File: config.mk
export PLATFORM = sky130hd
export DESIGN_NAME = shift_add_multiplier
export DESIGN_NICKNAME = d
export VERILOG_FILES = /design/src/rtl/shift_add_multiplier.sv
export SDC_FILE = /design/constraint.sdc
export NUM_CORES = 2
export LEC_CHECK = 0
export ABC_AREA = 1
export ABC_CLOCK_PERIOD_IN_PS = 24000
export BUFFER_PORTS_ARGS = -buffer_cell sky130_fd_sc_hd__buf_2
export CORE_MARGIN = 8
export CORE_UTILIZATION = 53
export CTS_BUF_LIST = sky130_fd_sc_hd__clkbuf_16
export DETAILED_ROUTE_END_ITERATION = 6
export PLACE_DENSITY_LB_ADDON = 0.2
export SYNTH_ARGS = -nofsm -noshare
export SYNTH_HDL_FRONTEND = slang
export SYNTH_SLANG_ARGS = --single-unit
File: constraint.sdc
create_clock -name clk -period 24 [get_ports clk]
set_clock_uncertainty 0.1 [all_clocks]
set_input_delay 4.8 -clock clk [delete_from_list [all_inputs] [get_ports clk]]
set_output_delay 4.8 -clock clk [all_outputs]
set_load 0.1 [all_outputs]
File: src/rtl/shift_add_multiplier.sv
// Sequential radix-2 unsigned shift-add multiplier with valid/ready handshake on both sides.
// One WIDTH+1-bit adder per cycle. The 2*WIDTH product is ready WIDTH cycles after accept.
module shift_add_multiplier #(
  parameter int unsigned WIDTH = 128
) (
  input  logic                 clk,
  input  logic                 reset,
  input  logic                 in_valid,
  output logic                 in_ready,
  input  logic [WIDTH-1:0]     a,
  input  logic [WIDTH-1:0]     b,
  output logic                 out_valid,
  input  logic                 out_ready,
  output logic [2*WIDTH-1:0]   product,
  output logic                 busy
);

  localparam int unsigned CW = (WIDTH > 1) ? $clog2(WIDTH) : 1;

  typedef enum logic [1:0] {IDLE, RUN, HOLD} state_t;

  state_t           state, state_next;
  logic [WIDTH-1:0] acc, multiplicand, multiplier;
  logic [CW-1:0]    count;
  logic [WIDTH:0]   sum;
  logic             last;

  assign last = (count == CW'(WIDTH - 1));

  // The carry-out is kept in sum[WIDTH], so no bit of the partial product is lost.
  always_comb begin
    sum = {1'b0, acc} + (multiplier[0] ? {1'b0, multiplicand} : {(WIDTH+1){1'b0}});
  end

  always_ff @(posedge clk or posedge reset) begin
    if (reset) state <= IDLE;
    else       state <= state_next;
  end

  always_comb begin
    state_next = state;
    unique case (state)
      IDLE:    if (in_valid)  state_next = RUN;
      RUN:     if (last)      state_next = HOLD;
      HOLD:    if (out_ready) state_next = IDLE;
      default:                state_next = IDLE;
    endcase
  end

  always_comb begin
    in_ready  = (state == IDLE);
    out_valid = (state == HOLD);
    busy      = (state != IDLE);
  end

  // {acc,multiplier} shifts right as one 2*WIDTH register; the low product bits migrate into multiplier.
  always_ff @(posedge clk or posedge reset) begin
    if (reset) begin
      acc          <= '0;
      multiplicand <= '0;
      multiplier   <= '0;
      count        <= '0;
      product      <= '0;
    end else begin
      unique case (state)
        IDLE: begin
          if (in_valid) begin
            multiplicand <= a;
            multiplier   <= b;
            acc          <= '0;
            count        <= '0;
          end
        end
        RUN: begin
          acc        <= sum[WIDTH:1];
          multiplier <= {sum[0], multiplier[WIDTH-1:1]};
          count      <= count + CW'(1);
          if (last) product <= {sum, multiplier[WIDTH-1:1]};
        end
        default: ;
      endcase
    end
  end

endmodule

== Yosys cells after proc, flatten, opt, wreduce, memory -nomap -nowiden ==
Cells that the tools add are included.
Word-level totals
  bits in registers: 649
  input bits: 260
  output and inout bits: 259
  word-level logic and storage cells: 32
Cells by class
  add/subtract/negate cells: 2
  equal/unequal tests: 6
  mux-type cells: 11
  reductions and logical operators: 7
Operators by type and width (number)
  case mux 128 bit (2 select lines): 2
  two-way mux 128 bit: 3
  adder 128 x 128 -> 129 bit: 1
  case mux 7 bit (2 select lines): 1
  adder 7 x 1 -> 7 bit (second input constant): 1
  == test 7 bit (second input constant): 1
  two-way mux 7 bit: 1
  two-way mux 2 bit: 3
  case mux 2 bit (3 select lines): 1
  AND reduction 2 bit: 3
  != test 2 bit (second input constant): 2
  nonzero test 2 bit: 2
  AND reduction 3 bit: 1
  == test 2 x 1 -> 1 bit (second input constant): 1
  == test 2 bit (second input constant): 1
  logical NOT 2 bit: 1
  != test 2 x 1 -> 1 bit (second input constant): 1

== Longest topological paths before layout ==
  word-level depth: 3
  mapped depth: 22
  depth with buffers taken out: 21

== Worst setup path after synthesis ==
No wires, ideal clock.
  path type: flip-flop to output port
  start point: reg state[0]
  end point: out busy
  data arrival time: 2665 ps
  required time: 19100 ps
  setup slack: 16435 ps
  cell stages (with the launch flop): 3
  cell sequence: dfrtp_1 -> nor2_1 -> inv_1
On the way
  word-level cells in the longest chain between the ends: 1
Ends and longest elaborated chain
  start, declared: line 22  | state_t state, state_next;
  start signal, assigned: line 37  | else state <= state_next;
  nonzero test 2 bit: line 53  | busy = (state != IDLE);
  end, declared: line 15  | output logic busy
Every way passes these cells.

==> results.yml <==
run_status:
  status: "finished with violations"
  violations: "DRC"
sta:
  finalSetupViolCount: 0
  final.period_utilization: 0.353
  timing.fmax_ghz: 0.118
  min_period_ns: 8.47
  fin_ws_ns: 15.53
  worst_pin_slew_ns: 1.12
  timing.hold.ws_ns: 0.373
  finalHoldViolCount: 0
  rsz0062_at_grt: "no"
  slew_headroom: 0.250
  drv_slew: 0
  setup-tns-final_ns: 0
clock_network:
  insertion_delay_ns: 0.63
  cts_setup_buffers: 0
  cts_sinks: 649
  htreeDepth: 3
  path_clk_slew_ns: 0.06
  cts-buffers-inserted: 72
  cts_resized: 0
  cts_tree: "done"
  postCtsHoldBufs: 0
  clk_path_buf_depth: 3
  cts-root-buf: "clkbuf_16"
worst_setup_path:
  arrival_ns: 8.98
  r2r_cells: 14
  critical_path.max_fanout: 122
  end_kind: "async pin"
  crit_path_top_delay_cell: "buf_4"
  startpoint_type: "input port"
  worstSetupPathType: "in2async"
  critical-path-top-delay-family: "buffers and inverters"
  cp.required_ns: 24.51
  path_buf_inv: 6
  cp_slowest_stage_delay_ns: 0.83
  path_cells: "buf_2 > inv_8 > buf_4 > buf_4 > buf_4 > buf_4"
  cp.depth: 6
  critPathMostFrequentCell: "buf_4"
power_and_ir_drop:
  p_total_mw: 5.69
  p_per_area_nw_per_um2: 127
  ir_worst_vdd_v: 0.0000838
  leakagePower_nw: 27.2
place:
  gp_congestion: 1.06
  place_area_sq_um: 42500
  hpwl_microns: 114000
  place_ws_ns: 14.75
  portBuffers: 518
  dp.cells: 7190
cells_and_area:
  stdcell_count: 7337
  regArea_sq_um: 16200
  stdcell_area_sq_um: 44800
  nets: 6695
  finalCoreUtilization: 0.613
  multiInputGateArea_sq_um: 18200
  fillers: 7106
  drive_gt1_frac: 0.114
  area_growth_pct: 14.1
floorplan:
  core_area_sq_um: 73100
  die_w_microns: 288
  fp.dieH_microns: 288
  start_util: 0.537
  io_pins: 519
  dieArea_sq_um: 83000
  rows: 99
logic_synthesis:
  synth_ff_type: "dfrtp_1"
  synth-edff-count: 0
  syn_inst: 5860
  synth_seq_area_share: 0.414
  syn-cell-area_sq_um: 39200
  syn_area_per_cell_sq_um: 6.70
  async_flop_share: 1.00
  syn_nets: 6250
  ys_ff_latch: 649
  synth_warnings: 0
  ys_types: 40
grt:
  track_usage: 0.343
  grt_pass1_wl_microns: 218000
  grt_antenna_before_repair: 22
  grt_max_degree: 206
  overflow: 0
  grt_pass1_vias: 36639
detailed_routing:
  wl_per_cell_microns: 19.8
  drtAntennaViolNets: 0
  drtIter0Drc: 3565
  vias_per_cell: 5.21
  wl_microns: 145000
  vias: 38219
  drc: 5
  firstDrtPassIters: 7
worst_hold_path:
  hp-class: "reg2reg"
  hold_depth: 2
run:
  maxCapViolations: 0
==> tightest hold or removal path: cells and delay by family, from the launching register on <==
kind             cells  cell delay, ns
DFF                  1            0.33
and+or+nand+nor      2            0.10
==> final timing paths <==
check                              start           end  slack (ns)
setup / recovery                   reset      acc[101]       15.53
hold / removal              product[195]  product[195]        0.37
setup reg to reg           multiplier[0]       acc[52]       19.21
hold reg to reg             product[195]  product[195]        0.37
max in group clk                in_valid       acc[31]       16.31
min in group asynchronous          reset   product[36]        4.23
==> metal layers <==
layer | up-vias | share of wire | track usage
li1 | 18723 | - | -
met1 | 17838 | 0.41 | 0.447
met2 | 1361 | 0.47 | 0.563
met3 | 295 | 0.068 | 0.0531
met4 | 2 | 0.049 | 0.152
met5 | - | 0.000048 | 0
==> kinds of logic after synthesis <==
family / after synthesis / synth area share
XOR/XNOR: 62 / 0.0138
adder cells (fa/ha/maj): 130 / 0.0416
AND/OR/NAND/NOR: 3152 / 0.320
AO/OA/AOI/OAI: 626 / 0.0891
buffers and inverters: 1241 / 0.122
flip-flops: 649 / 0.414
==> cells in the mapped netlist, types with 12 or more instances <==
| cell | n | area [sq um] |
|---|---|---|
| a21oi_1 | 103 | 515 |
| dfrtp_1 | 649 | 16200 |
| o21ai_0 | 175 | 876 |
| nor3_1 | 19 | 95.1 |
| nor2_1 | 255 | 957 |
| nand2_1 | 2543 | 9550 |
| buf_1 | 12 | 45.0 |
| a22oi_1 | 127 | 953 |
| buf_2 | 83 | 415 |
| ha_1 | 129 | 1610 |
| nand3_2 | 14 | 140 |
| inv_2 | 16 | 60.1 |
| nand3b_1 | 17 | 128 |
| nand2_2 | 21 | 131 |
| clkbuf_1 | 70 | 263 |
| inv_1 | 1055 | 3960 |
| nand4_1 | 18 | 113 |
| o21ai_1 | 203 | 1020 |
| xnor2_1 | 52 | 455 |
| nand3_1 | 225 | 1130 |
| nor2_2 | 23 | 144 |
==> report_power, final <==
| part | switching (mW) | leakage [nW] | internal [mW] |
|---|---|---|---|
| Sequential | 0.227 | 8.35 | 1.45 |
| Combinational | 2.05 | 17.7 | 0.893 |
| Clock | 0.469 | 1.17 | 0.602 |
| Total | 2.74 | 27.2 | 2.95 |
==> flip-flops by register name, summed over array words and instances, names as in the netlist <==
name,cells
acc,128
count,7
multiplicand,128
multiplier,128
product,256
state,2
==> cell type report <==
cell class / count / area share
antenna: 21 / 0.00117
clock buffer: 72 / 0.0402
clock inverter: 54 / 0.00967
inverter: 1073 / 0.0905
multi-input combinational: 3970 / 0.407
sequential: 649 / 0.363
tap: 959 / 0.0268
timing repair buffer: 539 / 0.0617
==> cells in the final DEF (no fill, tap or decap), types with 10 or more instances in the layout <==
cell          n
a21oi_1     103
a22oi_1     127
buf_2       518
buf_4        20
clkbuf_16    72
clkinv_1     10
clkinv_2     13
dfrtp_1     648
diode_2      21
ha_1        129
inv_1      1073
inv_2        15
nand2_1    2542
nand2_2      21
nand3_1     225
nand3_2      14
nand3b_1     17
nand4_1      18
nor2_1      255
nor2_2       23
nor3_1       19
o21ai_0     175
o21ai_1     203
o21bai_1     11
xnor2_1      52
xor2_1       10
Note: power is estimated with default switching activity, not from simulation.
